## src/rtl/tia_hphase_ctrl_pkg.sv

```systemverilog
// Shared constants and LFSR helpers for the TIA horizontal phase sequencer.
package tia_hphase_ctrl_pkg;

  localparam int unsigned CNT_W = 6;
  localparam int unsigned PH_W  = 2;

  localparam logic [PH_W-1:0] PH_S1       = PH_W'(0);
  localparam logic [PH_W-1:0] PH_ADV_FROM = PH_W'(1);
  localparam logic [PH_W-1:0] PH_S2       = PH_W'(2);
  localparam logic [PH_W-1:0] PH_RESET    = PH_W'(3);

  // XNOR feedback on taps 6,5: maximal length 63, all-ones is the lock-up state.
  function automatic logic [CNT_W-1:0] lfsr_next(input logic [CNT_W-1:0] v);
    return {v[CNT_W-2:0], ~(v[CNT_W-1] ^ v[CNT_W-2])};
  endfunction

  // State reached after n advances from zero.
  function automatic logic [CNT_W-1:0] lfsr_at(input int unsigned n);
    logic [CNT_W-1:0] v;
    v = '0;
    for (int unsigned i = 0; i < n; i++) v = lfsr_next(v);
    return v;
  endfunction

endpackage

```

## src/rtl/tia_hphase_ctrl_lfsr.sv

```systemverilog
// Horizontal polynomial counter: advances on request, zeroes on wrap or clear.
// TIA_HPHASE_BINIDX_EN adds a binary index that tracks the LFSR position.
module tia_hphase_ctrl_lfsr
  import tia_hphase_ctrl_pkg::*;
#(
  parameter int unsigned PERIOD = 57
) (
  input  logic             clk,
  input  logic             reset,
  input  logic             advance,
  input  logic             clear,
  output logic [CNT_W-1:0] count,
  output logic             at_end_c
`ifdef TIA_HPHASE_BINIDX_EN
  ,
  output logic [CNT_W-1:0] idx
`endif
);

  localparam logic [CNT_W-1:0] END_STATE = lfsr_at(PERIOD - 1);

  assign at_end_c = (count == END_STATE);

  always_ff @(posedge clk) begin
    if (reset) begin
      count <= '0;
    end else if (advance) begin
      count <= (clear || at_end_c) ? '0 : lfsr_next(count);
    end
  end

`ifdef TIA_HPHASE_BINIDX_EN
  always_ff @(posedge clk) begin
    if (reset) begin
      idx <= '0;
    end else if (advance) begin
      idx <= (clear || at_end_c) ? '0 : idx + CNT_W'(1);
    end
  end
`endif

endmodule

```

## src/rtl/tia_hphase_ctrl.sv

```systemverilog
// TIA two-phase clock sequencer: s1/s2 strobes, line counter, RSYNC and WSYNC.
// Optional TIA_HPHASE_BINIDX_EN exposes a binary line index on idx.
module tia_hphase_ctrl
  import tia_hphase_ctrl_pkg::*;
#(
  parameter int unsigned PERIOD = 57
) (
  input  logic             clk,
  input  logic             reset,
  input  logic             run,
  input  logic             rsync,
  input  logic             wsync_req,
  output logic             s1,
  output logic             s2,
  output logic [CNT_W-1:0] count,
  output logic             wrap,
  output logic             rdy
`ifdef TIA_HPHASE_BINIDX_EN
  ,
  output logic [CNT_W-1:0] idx
`endif
);

  logic [PH_W-1:0] p, p_d;
  logic            s1_d, s2_d, wrap_d, rdy_d;
  logic            rsync_pend, rsync_pend_d;
  logic            adv_c, clr_c, at_end_c, release_c;

  tia_hphase_ctrl_lfsr #(.PERIOD(PERIOD)) u_lfsr (
    .clk      (clk),
    .reset    (reset),
    .advance  (adv_c),
    .clear    (clr_c),
    .count    (count),
    .at_end_c (at_end_c)
`ifdef TIA_HPHASE_BINIDX_EN
    ,
    .idx      (idx)
`endif
  );

  // Next-state: phase stepping, advance decode, rsync/wsync bookkeeping.
  always_comb begin
    p_d          = p;
    s1_d         = 1'b0;
    s2_d         = 1'b0;
    wrap_d       = 1'b0;
    rdy_d        = rdy;
    rsync_pend_d = rsync_pend;
    adv_c        = 1'b0;
    clr_c        = 1'b0;
    release_c    = 1'b0;
    if (run) begin
      p_d          = p + PH_W'(1);
      s1_d         = (p_d == PH_S1);
      s2_d         = (p_d == PH_S2);
      adv_c        = (p == PH_ADV_FROM);
      clr_c        = adv_c && (rsync_pend || rsync);
      // An rsync load suppresses the natural wrap pulse on the same edge.
      wrap_d       = adv_c && at_end_c && !clr_c;
      rsync_pend_d = adv_c ? 1'b0 : (rsync_pend || rsync);
      release_c    = clr_c || wrap_d;
      if (release_c) begin
        rdy_d = !wsync_req;
      end else if (wsync_req) begin
        rdy_d = 1'b0;
      end
    end
  end

  always_ff @(posedge clk) begin
    if (reset) begin
      p          <= PH_RESET;
      s1         <= 1'b0;
      s2         <= 1'b0;
      wrap       <= 1'b0;
      rdy        <= 1'b1;
      rsync_pend <= 1'b0;
    end else begin
      p          <= p_d;
      s1         <= s1_d;
      s2         <= s2_d;
      wrap       <= wrap_d;
      rdy        <= rdy_d;
      rsync_pend <= rsync_pend_d;
    end
  end

endmodule

```

## config.mk

```make
export PLATFORM = sky130hd
export DESIGN_NAME = tia_hphase_ctrl
export DESIGN_NICKNAME = d
export VERILOG_FILES = /design/src/rtl/tia_hphase_ctrl_pkg.sv /design/src/rtl/tia_hphase_ctrl_lfsr.sv /design/src/rtl/tia_hphase_ctrl.sv
export SDC_FILE = /design/constraint.sdc
export NUM_CORES = 1
export LEC_CHECK = 0
export CORE_AREA = 2 2 39 41
export DETAILED_ROUTE_END_ITERATION = 12
export DIE_AREA = 0 0 41 43
export HOLD_SLACK_MARGIN = 0.15
export PLACE_DENSITY = 0.71
export SLEW_MARGIN = 20
export SYNTH_ARGS = -nofsm -noshare
export SYNTH_HDL_FRONTEND = slang
export SYNTH_SLANG_ARGS = --single-unit
```

## constraint.sdc

```tcl
create_clock -name clk -period 2.8 [get_ports clk]
set_input_delay 0.56 -clock clk [delete_from_list [all_inputs] [get_ports clk]]
set_output_delay 0.56 -clock clk [all_outputs]
set_load 0.1 [all_outputs]
```

==> flow_metrics.py <==
metrics = {
    "yosys": {
        "async_flop_share_pct": 0,
        "syn_inst": 56,
        "syn-num-nets": 65,
        "yosysUniqueCellTypes": 22,
        "synth_edf_count": 0,
        "yosys_warnings": 0,
        "synth_top_cell_area_share_pct": 46.4,
        "synth_area_leaders": "dfxtp_1, ha_1, a22o_1, a211oi_4, a21oi_1",
        "synth_seq_cells": 13,
        "yosys.area.top_type": "dfxtp_1",
        "syn_area_sq_um": 561,
        "synth_area_per_cell_sq_um": 10.0,
        "ys.flop_type": "dfxtp_1",
        "ys_seq_area_share_pct": 46.4,
    },
    "clocking": {
        "ctsResizeCount": 0,
        "post_cts_buffers": 0,
        "cts.htree.levels": 1,
        "path_clk_slew_ns": 0.07,
        "cts_sinks": 13,
        "clock_path_buffers": 2,
        "cts_tree": "yes",
        "cts_made_buffers": 3,
        "cts_root_buffer": "clkbuf_4",
        "clock_latency_ns": 0.28,
        "ctsHoldBuffers": 0,
    },
    "timing": {
        "finalSetupViolCount": 0,
        "clock_skew_ns": 0.00409,
        "final-hold-violation-count": 0,
        "relSlewSlack_pct": 73.5,
        "finalMaxSlewViolations": 0,
        "period_share_pct": 67.9,
        "finalSetupTns_ns": 0,
        "max_slew.worst_pin.slew_ns": 0.398,
        "grt_setup_unrepaired": "false",
        "fmax_mhz": 526,
        "fin_crit_ns": 1.90,
    },
    "setup_path": {
        "crit_path_max_fanout": 8,
        "crit_arrival_ns": 2.12,
        "crit_chain": "clkdlybuf4s50_1 > or4b_4 > a211oi_4 > a22o_1",
        "r2r_cells": 3,
        "end_kind": "register",
        "startpoint_type": "input port",
        "crit_required_ns": 3.02,
        "path_class": "input port to register",
        "slowest_stage": "or4b_4",
        "timing.rr.end": "u_lfsr.count[2]",
        "critPathMaxStageDelay_ns": 0.58,
        "rrSetupSlack_ns": 1.40,
        "worstReg2RegStart": "rsync_pend",
    },
    "power_and_ir_drop": {
        "power.share.clock_pct": 30.6,
        "p_int_uw": 269,
        "fin_total_pwr_uw": 378,
        "pwr-share-comb_pct": 17.1,
        "sw_frac_of_total_pct": 28.7,
        "peakVddDrop_mv": 0.217,
        "p_leak_uw": 0.000297,
        "cellPowerDensity_mw_per_mm2": 523,
        "pwr-share-seq_pct": 52.4,
        "p_sw_uw": 108,
    },
    "global_routing": {
        "grt_first_pass_wirelength_um": 1680,
        "antenna_found_initial": 0,
        "grt_max_degree": 11,
        "grt_pass1_vias": 412,
        "overflow": 0,
        "grt_use_total_pct": 14.4,
    },
    "drt": {
        "drt_iter0_markers": 11,
        "first_pass_iters": 4,
        "wire_per_inst_um": 10.9,
        "wl_um": 979,
        "viasPerCell": 4.97,
        "num_vias": 447,
        "final_antenna_net_count": 0,
        "route.detailed.drc": 0,
    },
    "final_layout": {
        "final-instance-count-excl-fill": 90,
        "postLayoutCoreUtil_pct": 52.2,
        "diodes": 0,
        "fin_nets": 84,
        "fill_cells": 128,
        "drive_above_1_share_pct": 23.0,
        "syn_to_final_growth_pct": 28.8,
    },
    "outcome": {
        "status": "finished, final reports clean",
    },
    "die": {
        "coreArea_sq_mm": 0.00138,
        "die_h_um": 43,
        "ios": 15,
        "die_w_um": 41,
        "initial_core_util_pct": 40.5,
        "placementRows": 14,
        "die_area_sq_mm": 0.00176,
    },
    "min_path": {
        "hp-start": "u_lfsr.count[1]",
        "hold_depth": 2,
        "hp-class": "register to register",
        "whs_endpoint": "u_lfsr.count[1]",
    },
    "place": {
        "portBuffers": 14,
        "placed_cells": 86,
        "gp_routability_congestion": 0.788,
        "dp_hpwl_um": 764,
    },
    "flow_run": {
        "cap_violations": 0,
    },
}
flip-flops by register name, indices dropped and copies added (netlist names):
signal,count
u_lfsr.count,6
p,2
rdy,1
rsync_pend,1
s1,1
s2,1
wrap,1
cell usage in the layout, fill, tap and decap left out, types with 2 or more instances in the layout:
| master | count |
|---|---|
| nand2_1 | 5 |
| nor2_1 | 2 |
| and2_1 | 2 |
| clkbuf_4 | 3 |
| a21oi_1 | 4 |
| nand4_1 | 3 |
| dfxtp_1 | 13 |
| clkdlybuf4s50_1 | 4 |
| a22o_1 | 4 |
| buf_4 | 11 |
| inv_1 | 5 |
| ha_1 | 4 |
| nand2b_1 | 2 |
kinds of logic (layout without fill, tap and decap cells):
family	Yosys count	count (layout)	share of synthesized area, %
flip-flops	13	13	46.4
adder cells (fa/ha/maj)	4	4	8.93
AND/OR/NAND/NOR	21	21	22.5
AO/OA/AOI/OAI	11	11	15.8
XOR/XNOR	1	1	1.56
buffers and inverters	6	24	4.69
synth_stat cells (2+ instances only):
library cell  count
dfxtp_1          13
a22o_1            4
nand2_1           5
a21oi_1           4
ha_1              4
nand4_1           3
and2_1            2
nand2b_1          2
inv_1             5
nor2_1            2
area by class of cell:
cell class                      count  area (sq um)  area share (%)
Tap cell                           16          20.0            2.77
Timing Repair Buffer               15           123            17.0
Sequential cell                    13           260            36.0
Clock buffer                        4          26.3            3.64
Inverter                            5          18.8            2.60
Multi-Input combinational cell     37           274            38.0
routing by layer:
layer  wire length [um]  up-vias  track usage, %
li1                   -      231               -
met1                478      200            19.4
met2                420       14            18.1
met3                 58        2            5.24
met4                 21        0            10.0
met5                  0        -               0
power groups by stage:
stage / clock network [uW] / logic [uW] / registers [uW]
after global placement: 0 / 64.1 / 202
after detailed placement: 0 / 64.5 / 202
after CTS: 121 / 64.8 / 198
after global routing: 130 / 70.6 / 199
after floorplan: 0 / 24.7 / 224
final: 115 / 64.4 / 198
per-stage QoR:
stage,hold WS (ns),worst slack (ns),area [sq um]
6_report,0.503,0.898,722
5_1_grt,0.534,0.829,722
4_1_cts,0.507,0.903,722
3_5_place_dp,0.496,0.610,696
3_3_place_gp,0.493,0.627,696
2_1_floorplan,0.474,0.866,561
worst max path at each step:
stage,start,to,cells past startpoint
floorplan,u_lfsr.count[4],u_lfsr.count[4],5
global placement,reset,u_lfsr.count[2],4
detailed placement,reset,u_lfsr.count[2],4
CTS,reset,u_lfsr.count[2],4
global route,reset,u_lfsr.count[2],4
finish,reset,u_lfsr.count[2],4
critical path, delay by kind of cell:
family                 cells  cell delay [ns]
buffers and inverters      1             0.52
AND/OR/NAND/NOR            1             0.58
AO/OA/AOI/OAI              2             0.46
Note: power is estimated with default switching activity, not from simulation.
==> variant: new RTL, same settings <==
`CNT_W`: 6 -> 3.
--- a/src/rtl/tia_hphase_ctrl_pkg.sv
+++ b/src/rtl/tia_hphase_ctrl_pkg.sv
@@ -1,7 +1,7 @@
 // Shared constants and LFSR helpers for the TIA horizontal phase sequencer.
 package tia_hphase_ctrl_pkg;
 
-  localparam int unsigned CNT_W = 6;
+  localparam int unsigned CNT_W = 3;
   localparam int unsigned PH_W  = 2;
 
   localparam logic [PH_W-1:0] PH_S1       = PH_W'(0);
Ports: changed (resized count); port bits go from 15 to 12. No check against the original RTL was run, so the function may have changed too.
==> variant against the original RTL <==
  * Design area shrank 23%
  * Sequential cell count shrank 3
  * Total power shrank 11%
  * Sequential power shrank 22%
  * Setup slack gained 0.31 ns
  * Routed wire length shrank 21%
  * Non-clock buffer count shrank 4
  * Clock power grew 10%
  * Clock skew shrank 0.0020 ns
  * Final cell count shrank 21%
  * Register-to-register slack gained 0.18 ns
  * Synthesized area shrank 25%
  * Core utilization shrank 12 points
  * Critical path type is now reg2out
  * Critical endpoint is now count[1]
  * Highest routed layer unchanged
==> variant: results (changes against the original RTL) <==
Status
  • Status: finished clean

Routing
  • Top layer reached by signal wires: met4
  • DR WL met2: 349 um (-17%)
  • DR iter-0 viols: 7 (-4)
  • Vias per std cell: 4.73 (-4.7%)
  • Drt pass-1 iters: 4 (unchanged)
  • WL met1: 386 um (-19%)
  • Wirelength, routed: 776 um (-21%)
  • Met3 WL: 26 um (-55%)

Global route
  • Global Route met1 Usage: 0.150 (-0.0438)
  • Initial antenna violation count: 0 (unchanged)
  • Largest net degree at the start of global routing: 10 (-1)
  • First-pass GRT wire length: 1.20 mm (-28%)
  • Grt met2 use: 0.122 (-0.0594)
  • Global routing usage on met3: 0.0314 (-0.0209)
  • GRT Overall Usage: 0.104 (-0.0396)
  • Vias in the first global route: 289 (-30%)

Final layout
  • Regs by FF count: u_lfsr.count (3), p (2)
  • Share of layout cells above drive strength 1: 0.236 (+0.00663)
  • Fillers: 144 (+13%)
  • Non-Filler Instances: 71 (-21%)
  • Final nets: 64 (-24%)
  • Antenna cell count: 0 (unchanged)

Logic synthesis
  • Synth cell count leaders: dfxtp_1 (10), nor2_1 (4), a22oi_1 (3), ha_1 (3), nand2_1 (3)
  • Post-synth ARST share: 0 (unchanged)
  • Mapped Cells: 42 (-25%)
  • Synth area leaders: dfxtp_1 (48%), ha_1 (9.0%), a22oi_1 (5.4%), and4bb_4 (3.9%), nor2_1 (3.6%)
  • Synth warn: 0 (unchanged)
  • Distinct cell type count after synthesis: 20 (-9.1%)
  • Seq/Total Area, Yosys: 0.478 (+0.0133)
  • Syn nets: 50 (-23%)

Critical path
  • CP max FO: 6 (-2)
  • Worst path top cell family by delay: flip-flops
  • Slowest cell delay on critical path: 0.44 ns (-0.14 ns)
  • Critical path arrival: 1.03 ns (-1.09 ns)
  • Slowest CP cell: dfxtp_1

Placement
  • Post-Place Cell Area: 517 um2 (-26%)
  • GPL Wtd Cong: 0.832 (+5.6%)
  • Post-DP HPWL: 575 um (-25%)
  • Placed Cells incl. Taps: 67 (-22%)
  • I/O Buffers: 11 (-3)

Clock tree
  • Total CTS buffers: 3 (unchanged)
  • Worst-path clk slew: 0.07 ns (about the same)
  • CTS Buffer Depth: 2 (unchanged)
  • Clk root buf: clkbuf_4
  • CTS HTree Levels: 1 (unchanged)
  • Worst skew pair latency: 0.26 ns (-0.02 ns)
  • Post-CTS setup buffers: 0 (unchanged)
  • Post-CTS sizing: 0 (unchanged)

Power and ir drop
  • Maximum VDD drop: 0.245 mV (+13%)
  • P_leak: 0.228 nW (-23%)

STA
  • Headroom to the max-slew limit: 0.700 (-0.0345)
  • Worst-case clock skew: 0.00205 ns (-0.00204 ns)

Min path
  • Hold Path Class: reg2reg
variant: cell count changes after synthesis, moves of 2 or more:
cell / change
a22oi_1: +3
inv_1: -4
dfxtp_1: -3
nand4_1: -3
a21oi_1: -2
nand2_1: -2
nor2_1: +2
a22o_1: -4
variant: cells by family (layout without fill, tap and decap cells):
logic type,after synthesis,count (layout),synth area share
simple gates,16,16,0.227
flops,10,10,0.478
compound gates,9,9,0.140
fa+ha+maj,3,3,0.0896
buf+inv,3,16,0.0448
xor+xnor,1,1,0.0209
variant: path summary, 6_finish.rpt:
path / start / endpoint / slack (ns) / cells after the start
max reg2reg: u_lfsr.count[1] / rdy / 1.58 / 3
max: u_lfsr.count[1] / count[1] / 1.21 / 1
min reg2reg: rdy / rdy / 0.52 / 2
min: rdy / rdy / 0.52 / 2
variant: metrics by stage:
step | hold WS [ns] | util | total power (W) | setup WS, ns
after global placement | 0.494 | 0.373 | 0.000211 | 1.04
after CTS | 0.526 | 0.400 | 0.000339 | 1.21
after floorplan | 0.475 | - | 0.000199 | 1.10
final | 0.518 | 0.400 | 0.000337 | 1.21
after global routing | 0.557 | 0.400 | 0.000356 | 1.15
after detailed placement | 0.511 | 0.373 | 0.000213 | 0.993
variant: where the power goes:
group	internal, W	switching (W)	total [W]	leakage, nW
registers	0.000149	0.00000493	0.000154	0.0818
clock network	0.0000788	0.0000480	0.000127	0.0210
logic	0.0000188	0.0000366	0.0000554	0.125
total	0.000247	0.0000895	0.000337	0.228
variant: cell type report:
class / count / area share
timing repair buffer: 11 / 0.167
inverter: 1 / 0.00679
tap: 16 / 0.0362
sequential: 10 / 0.362
multi-input combinational: 29 / 0.362
clock buffer: 4 / 0.0656
